**src/rtl/prv32_div_seq_pkg.sv**
```systemverilog
// Shared encodings for the RV32M sequential divider: op codes, FSM states, ALU function.
package prv32_div_seq_pkg;

  localparam int unsigned XLEN     = 32;
  localparam int unsigned CNT_W    = 5;
  localparam int unsigned ALU_FN_W = 4;
  localparam int unsigned OP_W     = 2;

  // ALU subtract function code, shared with the EX-stage ALU decoder
  localparam logic [ALU_FN_W-1:0] ALU_SUB = 4'b1000;

  localparam logic [OP_W-1:0] DIV_OP_DIV  = 2'b00;
  localparam logic [OP_W-1:0] DIV_OP_DIVU = 2'b01;
  localparam logic [OP_W-1:0] DIV_OP_REM  = 2'b10;
  localparam logic [OP_W-1:0] DIV_OP_REMU = 2'b11;

  typedef enum logic [1:0] {
    DIVSEQ_IDLE = 2'd0,
    DIVSEQ_ITER = 2'd1,
    DIVSEQ_FIX  = 2'd2
  } divseq_state_t;

endpackage

```
**src/rtl/prv32_div_seq.sv**
```systemverilog
// RV32M DIV/DIVU/REM/REMU sequencer: 32 restoring-division steps on the shared EX-stage ALU.
module prv32_div_seq
  import prv32_div_seq_pkg::*;
(
  input  logic                clk,
  input  logic                rst,
  input  logic                start,
  input  logic [OP_W-1:0]     op,
  input  logic [XLEN-1:0]     rs1,
  input  logic [XLEN-1:0]     rs2,
  input  logic                flush,
  output logic                busy,
  output logic                done,
  output logic [XLEN-1:0]     result,
  output logic                alu_own,
  output logic [XLEN-1:0]     alu_a,
  output logic [XLEN-1:0]     alu_b,
  output logic [ALU_FN_W-1:0] alu_fn,
  input  logic [XLEN-1:0]     alu_r,
  input  logic                alu_cf
);

  divseq_state_t   state, state_n;
  logic [XLEN-1:0]  dvd, dvd_n;
  logic [XLEN-1:0]  dvs, dvs_n;
  logic [XLEN-1:0]  rem, rem_n;
  logic [CNT_W-1:0] cnt, cnt_n;
  logic             neg_q, neg_q_n;
  logic             neg_r, neg_r_n;
  logic             op_rem, op_rem_n;
  logic             busy_n, done_n, alu_own_n;
  logic [XLEN-1:0]  result_n;

  logic [XLEN-1:0]  sh;
  logic             take;
  logic             is_signed;
  logic [XLEN-1:0]  rs1_abs, rs2_abs;

  assign sh   = {rem[XLEN-2:0], dvd[XLEN-1]};
  // rem[31] set means the shifted partial remainder overflowed 32 bits and always exceeds dvs
  assign take = rem[XLEN-1] | alu_cf;

  assign is_signed = ~op[0];
  assign rs1_abs   = (is_signed & rs1[XLEN-1]) ? (~rs1 + 32'd1) : rs1;
  assign rs2_abs   = (is_signed & rs2[XLEN-1]) ? (~rs2 + 32'd1) : rs2;

  // ALU operands depend only on registered state, never on alu_r
  assign alu_a  = (state == DIVSEQ_ITER) ? sh      : '0;
  assign alu_b  = (state == DIVSEQ_ITER) ? dvs     : '0;
  assign alu_fn = (state == DIVSEQ_ITER) ? ALU_SUB : '0;

  always_ff @(posedge clk) begin
    if (rst) begin
      state   <= DIVSEQ_IDLE;
      dvd     <= '0;
      dvs     <= '0;
      rem     <= '0;
      cnt     <= '0;
      neg_q   <= 1'b0;
      neg_r   <= 1'b0;
      op_rem  <= 1'b0;
      busy    <= 1'b0;
      done    <= 1'b0;
      result  <= '0;
      alu_own <= 1'b0;
    end else begin
      state   <= state_n;
      dvd     <= dvd_n;
      dvs     <= dvs_n;
      rem     <= rem_n;
      cnt     <= cnt_n;
      neg_q   <= neg_q_n;
      neg_r   <= neg_r_n;
      op_rem  <= op_rem_n;
      busy    <= busy_n;
      done    <= done_n;
      result  <= result_n;
      alu_own <= alu_own_n;
    end
  end

  always_comb begin
    state_n   = state;
    dvd_n     = dvd;
    dvs_n     = dvs;
    rem_n     = rem;
    cnt_n     = cnt;
    neg_q_n   = neg_q;
    neg_r_n   = neg_r;
    op_rem_n  = op_rem;
    busy_n    = busy;
    done_n    = 1'b0;
    result_n  = result;
    alu_own_n = 1'b0;

    unique case (state)
      DIVSEQ_IDLE: begin
        if (start) begin
          if (rs2 == '0) begin
            // divide by zero resolves without touching the ALU
            done_n   = 1'b1;
            result_n = op[1] ? rs1 : '1;
          end else begin
            dvd_n     = rs1_abs;
            dvs_n     = rs2_abs;
            neg_q_n   = is_signed & (rs1[XLEN-1] ^ rs2[XLEN-1]);
            neg_r_n   = is_signed & rs1[XLEN-1];
            op_rem_n  = op[1];
            rem_n     = '0;
            cnt_n     = CNT_W'(XLEN - 1);
            busy_n    = 1'b1;
            alu_own_n = 1'b1;
            state_n   = DIVSEQ_ITER;
          end
        end
      end
      DIVSEQ_ITER: begin
        rem_n = take ? alu_r : sh;
        dvd_n = {dvd[XLEN-2:0], take};
        if (cnt == '0) begin
          state_n = DIVSEQ_FIX;
        end else begin
          cnt_n     = cnt - CNT_W'(1);
          alu_own_n = 1'b1;
        end
      end
      DIVSEQ_FIX: begin
        result_n = op_rem ? (neg_r ? (~rem + 32'd1) : rem)
                          : (neg_q ? (~dvd + 32'd1) : dvd);
        done_n   = 1'b1;
        busy_n   = 1'b0;
        state_n  = DIVSEQ_IDLE;
      end
      default: begin
        busy_n  = 1'b0;
        state_n = DIVSEQ_IDLE;
      end
    endcase

    if (flush) begin
      state_n   = DIVSEQ_IDLE;
      busy_n    = 1'b0;
      done_n    = 1'b0;
      alu_own_n = 1'b0;
      result_n  = result;
    end
  end

endmodule

```
**config.mk**
```make
export PLATFORM = sky130hd
export DESIGN_NAME = prv32_div_seq
export DESIGN_NICKNAME = d
export VERILOG_FILES = /design/src/rtl/prv32_div_seq_pkg.sv /design/src/rtl/prv32_div_seq.sv
export SDC_FILE = /design/constraint.sdc
export NUM_CORES = 1
export LEC_CHECK = 0
export BUFFER_PORTS_ARGS = -buffer_cell sky130_fd_sc_hd__buf_2
export CAP_MARGIN = 20
export CORE_MARGIN = 2
export CORE_UTILIZATION = 45
export CTS_CLUSTER_DIAMETER = 30
export DETAILED_ROUTE_END_ITERATION = 16
export GPL_TIMING_DRIVEN = 0
export PLACE_DENSITY = 0.76
export SLEW_MARGIN = 40
export SYNTH_ARGS = -nofsm -noshare
export SYNTH_HDL_FRONTEND = slang
export SYNTH_SLANG_ARGS = --single-unit
```
**constraint.sdc**
```tcl
create_clock -name clk -period 2.9 [get_ports clk]
set_input_delay 0.29 -clock clk [delete_from_list [all_inputs] [get_ports clk]]
set_output_delay 0.29 -clock clk [all_outputs]
set_load 0.02 [all_outputs]
```
# --- Yosys cells after proc, flatten, opt, wreduce, memory -nomap -nowiden ---
# Cells that the tools add are included.
classes:
  eq_ne: 7
  bitwise_logic: 13
  n_reduce_logical: 12
  addsub: 5
  n_mux: 37
ops:
  columns: ["cell", "n"]
  rows:
  - ["two-way mux 32 bit", 15]
  - ["one-hot mux 32 bit (2 select lines)", 3]
  - ["adder 32 x 1 -> 32 bit (second input constant)", 4]
  - ["inverter 32 bit", 4]
  - ["logical NOT 32 bit", 1]
  - ["two-way mux 5 bit", 3]
  - ["AND reduction 3 bit", 4]
  - ["one-hot mux 5 bit (2 select lines)", 1]
  - ["!= test 2 bit (second input constant)", 4]
  - ["AND reduction 4 bit", 2]
  - ["two-way mux 1 bit", 7]
  - ["two-way mux 2 bit", 3]
  - ["one-hot mux 1 bit (2 select lines)", 3]
  - ["logical NOT 5 bit", 1]
  - ["subtractor 5 x 1 -> 5 bit (second input constant)", 1]
  - ["two-way mux 4 bit", 1]
  - ["inverter 1 bit", 4]
  - ["one-hot mux 2 bit (2 select lines)", 1]
  - ["nonzero test 2 bit", 2]
  - ["bitwise AND 1 bit", 3]
  - ["equality test 2 x 1 -> 1 bit (second input constant)", 1]
  - ["equality test 2 bit (second input constant)", 1]
  - ["logical NOT 2 bit", 1]
  - ["!= test 2 x 1 -> 1 bit (second input constant)", 1]
  - ["other kinds (3)", 3]
word_totals:
  output_inout_bits: 103
  reg_bits: 141
  inputBits: 103
  elab_cells: 86

# --- Depth between registers and ports, before layout ---
depth:
  depth_word: 6
  mapped_depth: 11
  depth_no_buf: 9

# --- Least setup slack after synthesis ---
# OpenSTA, ideal clock, no wires.
synth_timing:
  kind: "input -> register"
  start: "input port rs2[13]"
  end: "register result[29]"
  path_slack_ns: 0.129
  required_time_ns: 2.831
  t_arrival_ns: 2.702
  setup_time_ns: 0.069
  n_path_buf: 3
  stages: 10
  path_cell_list: "or4_4 -> buf_6 -> or4_1 -> buf_2 -> or4_4 -> a211o_4 -> clkinv_8 -> buf_12 -> nand4_1 -> o21ai_1"
synth_via:
  elab_chain_len: 3
synth_rtl:
  columns: ["item", "line_no", "text"]
  rows:
  - ["start, declared", "prv32_div_seq.sv:10", "input logic [XLEN-1:0] rs2,"]
  - ["logical NOT 32 bit", "prv32_div_seq.sv:99", "if (rs2 == '0) begin"]
  - ["!= test 2 bit (no source line)", null, null]
  - ["AND reduction 4 bit (no source line)", null, null]
  - ["end signal, assigned", "prv32_div_seq.sv:77", "result <= result_n;"]
  - ["end, declared", "prv32_div_seq.sv:14", "output logic [XLEN-1:0] result,"]
# No other way between the ends.
# A chain may end at the register's enable or synchronous reset.

# --- Final worst setup path ---
layout_timing:
  start: "register state[0]"
  end: "output port alu_b[2]"
layout_via:
  elab_chain_len: 2
layout_rtl:
  columns: ["item", "line_no", "text"]
  rows:
  - ["start, declared", "prv32_div_seq.sv:23", "divseq_state_t state, state_n;"]
  - ["start signal, assigned", "prv32_div_seq.sv:67", "state <= state_n;"]
  - ["equality test 2 x 1 -> 1 bit", "prv32_div_seq.sv:49", "assign alu_b = (state == DIVSEQ_ITER) ? dvs : '0;"]
  - ["two-way mux 32 bit", "prv32_div_seq.sv:49", null]
  - ["end, declared", "prv32_div_seq.sv:17", "output logic [XLEN-1:0] alu_b,"]
# No other way between the ends.

==> flow_summary.yaml <==
outcome:
  status: "finished, final reports clean"
timing:
  finalCritPeriodShare_pct: 99.5
  min_period_ns: 2.88
  max_slew_margin_pct: 41.0
  worst_pin_slew_ns: 0.885
  max_freq_mhz: 347
  fin_ws_ns: 0.0157
  hold_viol: 0
  setup_violations: 0
  slew_violations: 0
  whs_ns: 0.156
  clock_skew_ns: 0.00804
  rsz0062_at_grt: "no"
synth:
  synth_area_leaders: "dfxtp_1, a21oi_1, xnor2_1"
  postSynthCellCount: 1259
  syn_avg_cell_area_um2: 7.34
  synth_edf_count: 0
  yosysSeqAreaShare_pct: 30.5
  synth-async-reset-ratio_pct: 0
  ys_warn_count: 0
  yosys.cell_types.count: 66
  synth-seq-cells: 141
  yosysTopAreaCell: "dfxtp_1"
  synthFlopType: "dfxtp_1"
  synth_top_area_share_pct: 30.5
  syn_area_um2: 9240
placement:
  port_buffers: 200
  place.gp.congestion: 0.964
  place_worst_setup_slack_ns: -0.483
  hpwlAfterDp_mm: 26.2
  dp.cells: 1731
drt:
  firstDrtPassIters: 7
  drt_wl_total_mm: 34.8
  drtIter0Drc: 1254
  route.vias.total: 10900
  vias_per_cell: 6.17
  drc_errors: 0
  avgRoutedWirePerCell_um: 19.8
  drtAntennaViolNets: 0
critical_path:
  crit_path_start_kind: "flip-flop"
  crit_required_ns: 2.61
  arrival_ns: 2.59
  cp_cell_sequence: "clkbuf_1 -> clkbuf_1 -> and3_1 -> buf_2"
  critical_path_class: "flip-flop to primary output"
  critical-path-slowest-cell: "clkbuf_1"
  path_max_fanout: 10
  crit_top_cell: "clkbuf_1"
  cp-end-kind: "primary output"
  cp_slowest_stage_delay_ns: 0.67
global_route:
  grt_use_total_pct: 31.2
  grt_pass1_wl_mm: 53.8
  grt_pass1_vias: 9936
  overflow: 0
  grt_max_degree: 17
  antenna_found_initial: 1
cts:
  htree_levels: 4
  ctsHoldBuffers: 0
  clockBufferDepth: 2
  clk_latency_ns: 0.43
  clkTransAtPathRegs_ns: 0.06
  root_buffer: "clkbuf_16"
  cts_made_buffers: 17
  cts.sinks: 141
  cts_tree: "built"
die:
  dieHeight_um: 147
  rows: 52
  die-area_um2: 21700
  ios: 206
  core_um2: 20200
  die_x_um: 147
  start_util_pct: 45.8
power:
  finalPower_uw: 5580
  p_per_area_nw_per_um2: 493
  p_leak_uw: 0.00474
  peakVddDrop_mv: 0.415
job:
  cap_violations: 0
hold_path:
  min_path_type: "input port to flip-flop"
cells_and_area:
  nNetsFinal: 1585
  instances_no_fill: 1760
  drive_gt1_share_pct: 19.1
  syn_to_final_growth_pct: 22.5
[metrics by stage]
step | util [%] | setup TNS, ns | instance area, um2
final | 56.2 | 0 | 11300
after global routing | 56.2 | 0 | 11300
after CTS | 55.9 | -0.000576 | 11300
after detailed placement | 52.6 | -41.31 | 10600
after global placement | 52.5 | -34.85 | 10600
after floorplan | - | 0 | 9250
[cell families (layout without fill, tap and decap cells)]
kind of cell | count (synthesis) | in the layout | share of synthesized area (%)
buf+inv | 144 | 372 | 6.50
mux | 6 | 6 | 0.650
compound gates | 375 | 375 | 26.6
other cells | 1 | 4 | 0.0406
flops | 141 | 141 | 30.5
simple gates | 479 | 479 | 24.8
xor+xnor | 108 | 108 | 10.2
fa+ha+maj | 5 | 5 | 0.677
[repair_timing]
item / CTS / global route
setup buffers: 0 / 0
endpoints found under the setup margin: 14 / 124
pin swaps: 0 / 1
gates resized for setup: 8 / 21
[worst paths after layout]
check	startpoint	end	slack [ns]	cells after the start
worst max-delay path	state[0]$_SDFFE_PP0P_	alu_b[2]	0.02	4
worst min-delay path	rs2[0]	dvs[0]$_SDFFE_PP0P_	0.16	3
worst max register to register	state[1]$_SDFFE_PP0P_	result[18]$_SDFFE_PP0P_	0.08	6
worst min register to register	result[2]$_SDFFE_PP0P_	result[2]$_SDFFE_PP0P_	0.45	2
[metal layers]
| metal | share of wire [%] | wire (um) | track usage (%) |
|---|---|---|---|
| met5 | 0 | 0 | 0 |
| met4 | 4.5 | 1580 | 13.8 |
| met2 | 44 | 15300 | 47.7 |
| met1 | 41 | 14400 | 42.5 |
| met3 | 10 | 3610 | 6.74 |
[critical path, delay by kind of cell (launching register included)]
family                 cells  cell delay [ns]
and+or+nand+nor            1             0.29
buffers and inverters      3             1.38
DFF                        1             0.49
[synth_stat cells (all sizes together), types with 2 or more instances]
cell type / count
a32oi: 2
a31o: 2
dfxtp: 141
a21oi: 135
a311oi: 3
a32o: 4
o211ai: 12
xor2: 42
a211o: 2
o211a: 2
a31oi: 22
o31ai: 23
a2111oi: 2
xnor2: 66
or4b: 2
and3: 69
nor2: 148
o22ai: 8
nand2: 137
a211oi: 45
o41ai: 20
nand2b: 6
o221ai: 27
buf: 18
or3: 18
a22o: 7
or2: 9
o31a: 4
a221oi: 2
nand3: 9
nor4: 14
ha: 5
or4: 22
o311ai: 2
nor2b: 3
o21ai: 43
clkbuf: 100
inv: 25
mux2i: 6
nand4: 3
nor3: 32
[state kept, by name, summed over array words and instances, names as in the netlist]
| signal | flops |
|---|---|
| neg_r | 1 |
| neg_q | 1 |
| dvs | 32 |
| state | 2 |
| done | 1 |
| dvd | 32 |
| cnt | 5 |
| busy | 1 |
| op_rem | 1 |
| result | 32 |
| alu_own | 1 |
| rem | 32 |
[area by class of cell]
cell class | instances | area (um2)
Timing Repair Buffer | 200 | 1000
Fill cell | 1990 | 8840
Sequential cell | 141 | 2820
Clock inverter | 10 | 163
Multi-Input combinational cell | 976 | 5940
Tap cell | 270 | 338
Antenna cell | 1 | 2.50
Buffer | 115 | 493
Inverter | 26 | 110
Clock buffer | 21 | 460
[power breakdown]
group	leakage, uW	switching (uW)	total [uW]	internal, uW
combinational	0.00328	663	1050	383
sequential	0.00115	115	2150	2040
clock	0.000300	904	2390	1480
total	0.00474	1680	5580	3900
[cell usage in the layout (no fill, tap or decap), types with 27 or more instances in the layout]
cell type  instances
a211oi_1          44
a21oi_1          134
and3_1            69
buf_2            209
clkbuf_1          94
dfxtp_1          141
nand2_1          137
nor2_1           148
nor3_1            31
o21ai_0           33
o221ai_1          27
xnor2_1           66
xor2_1            42
No activity file was read; power rests on OpenSTA's default activity.
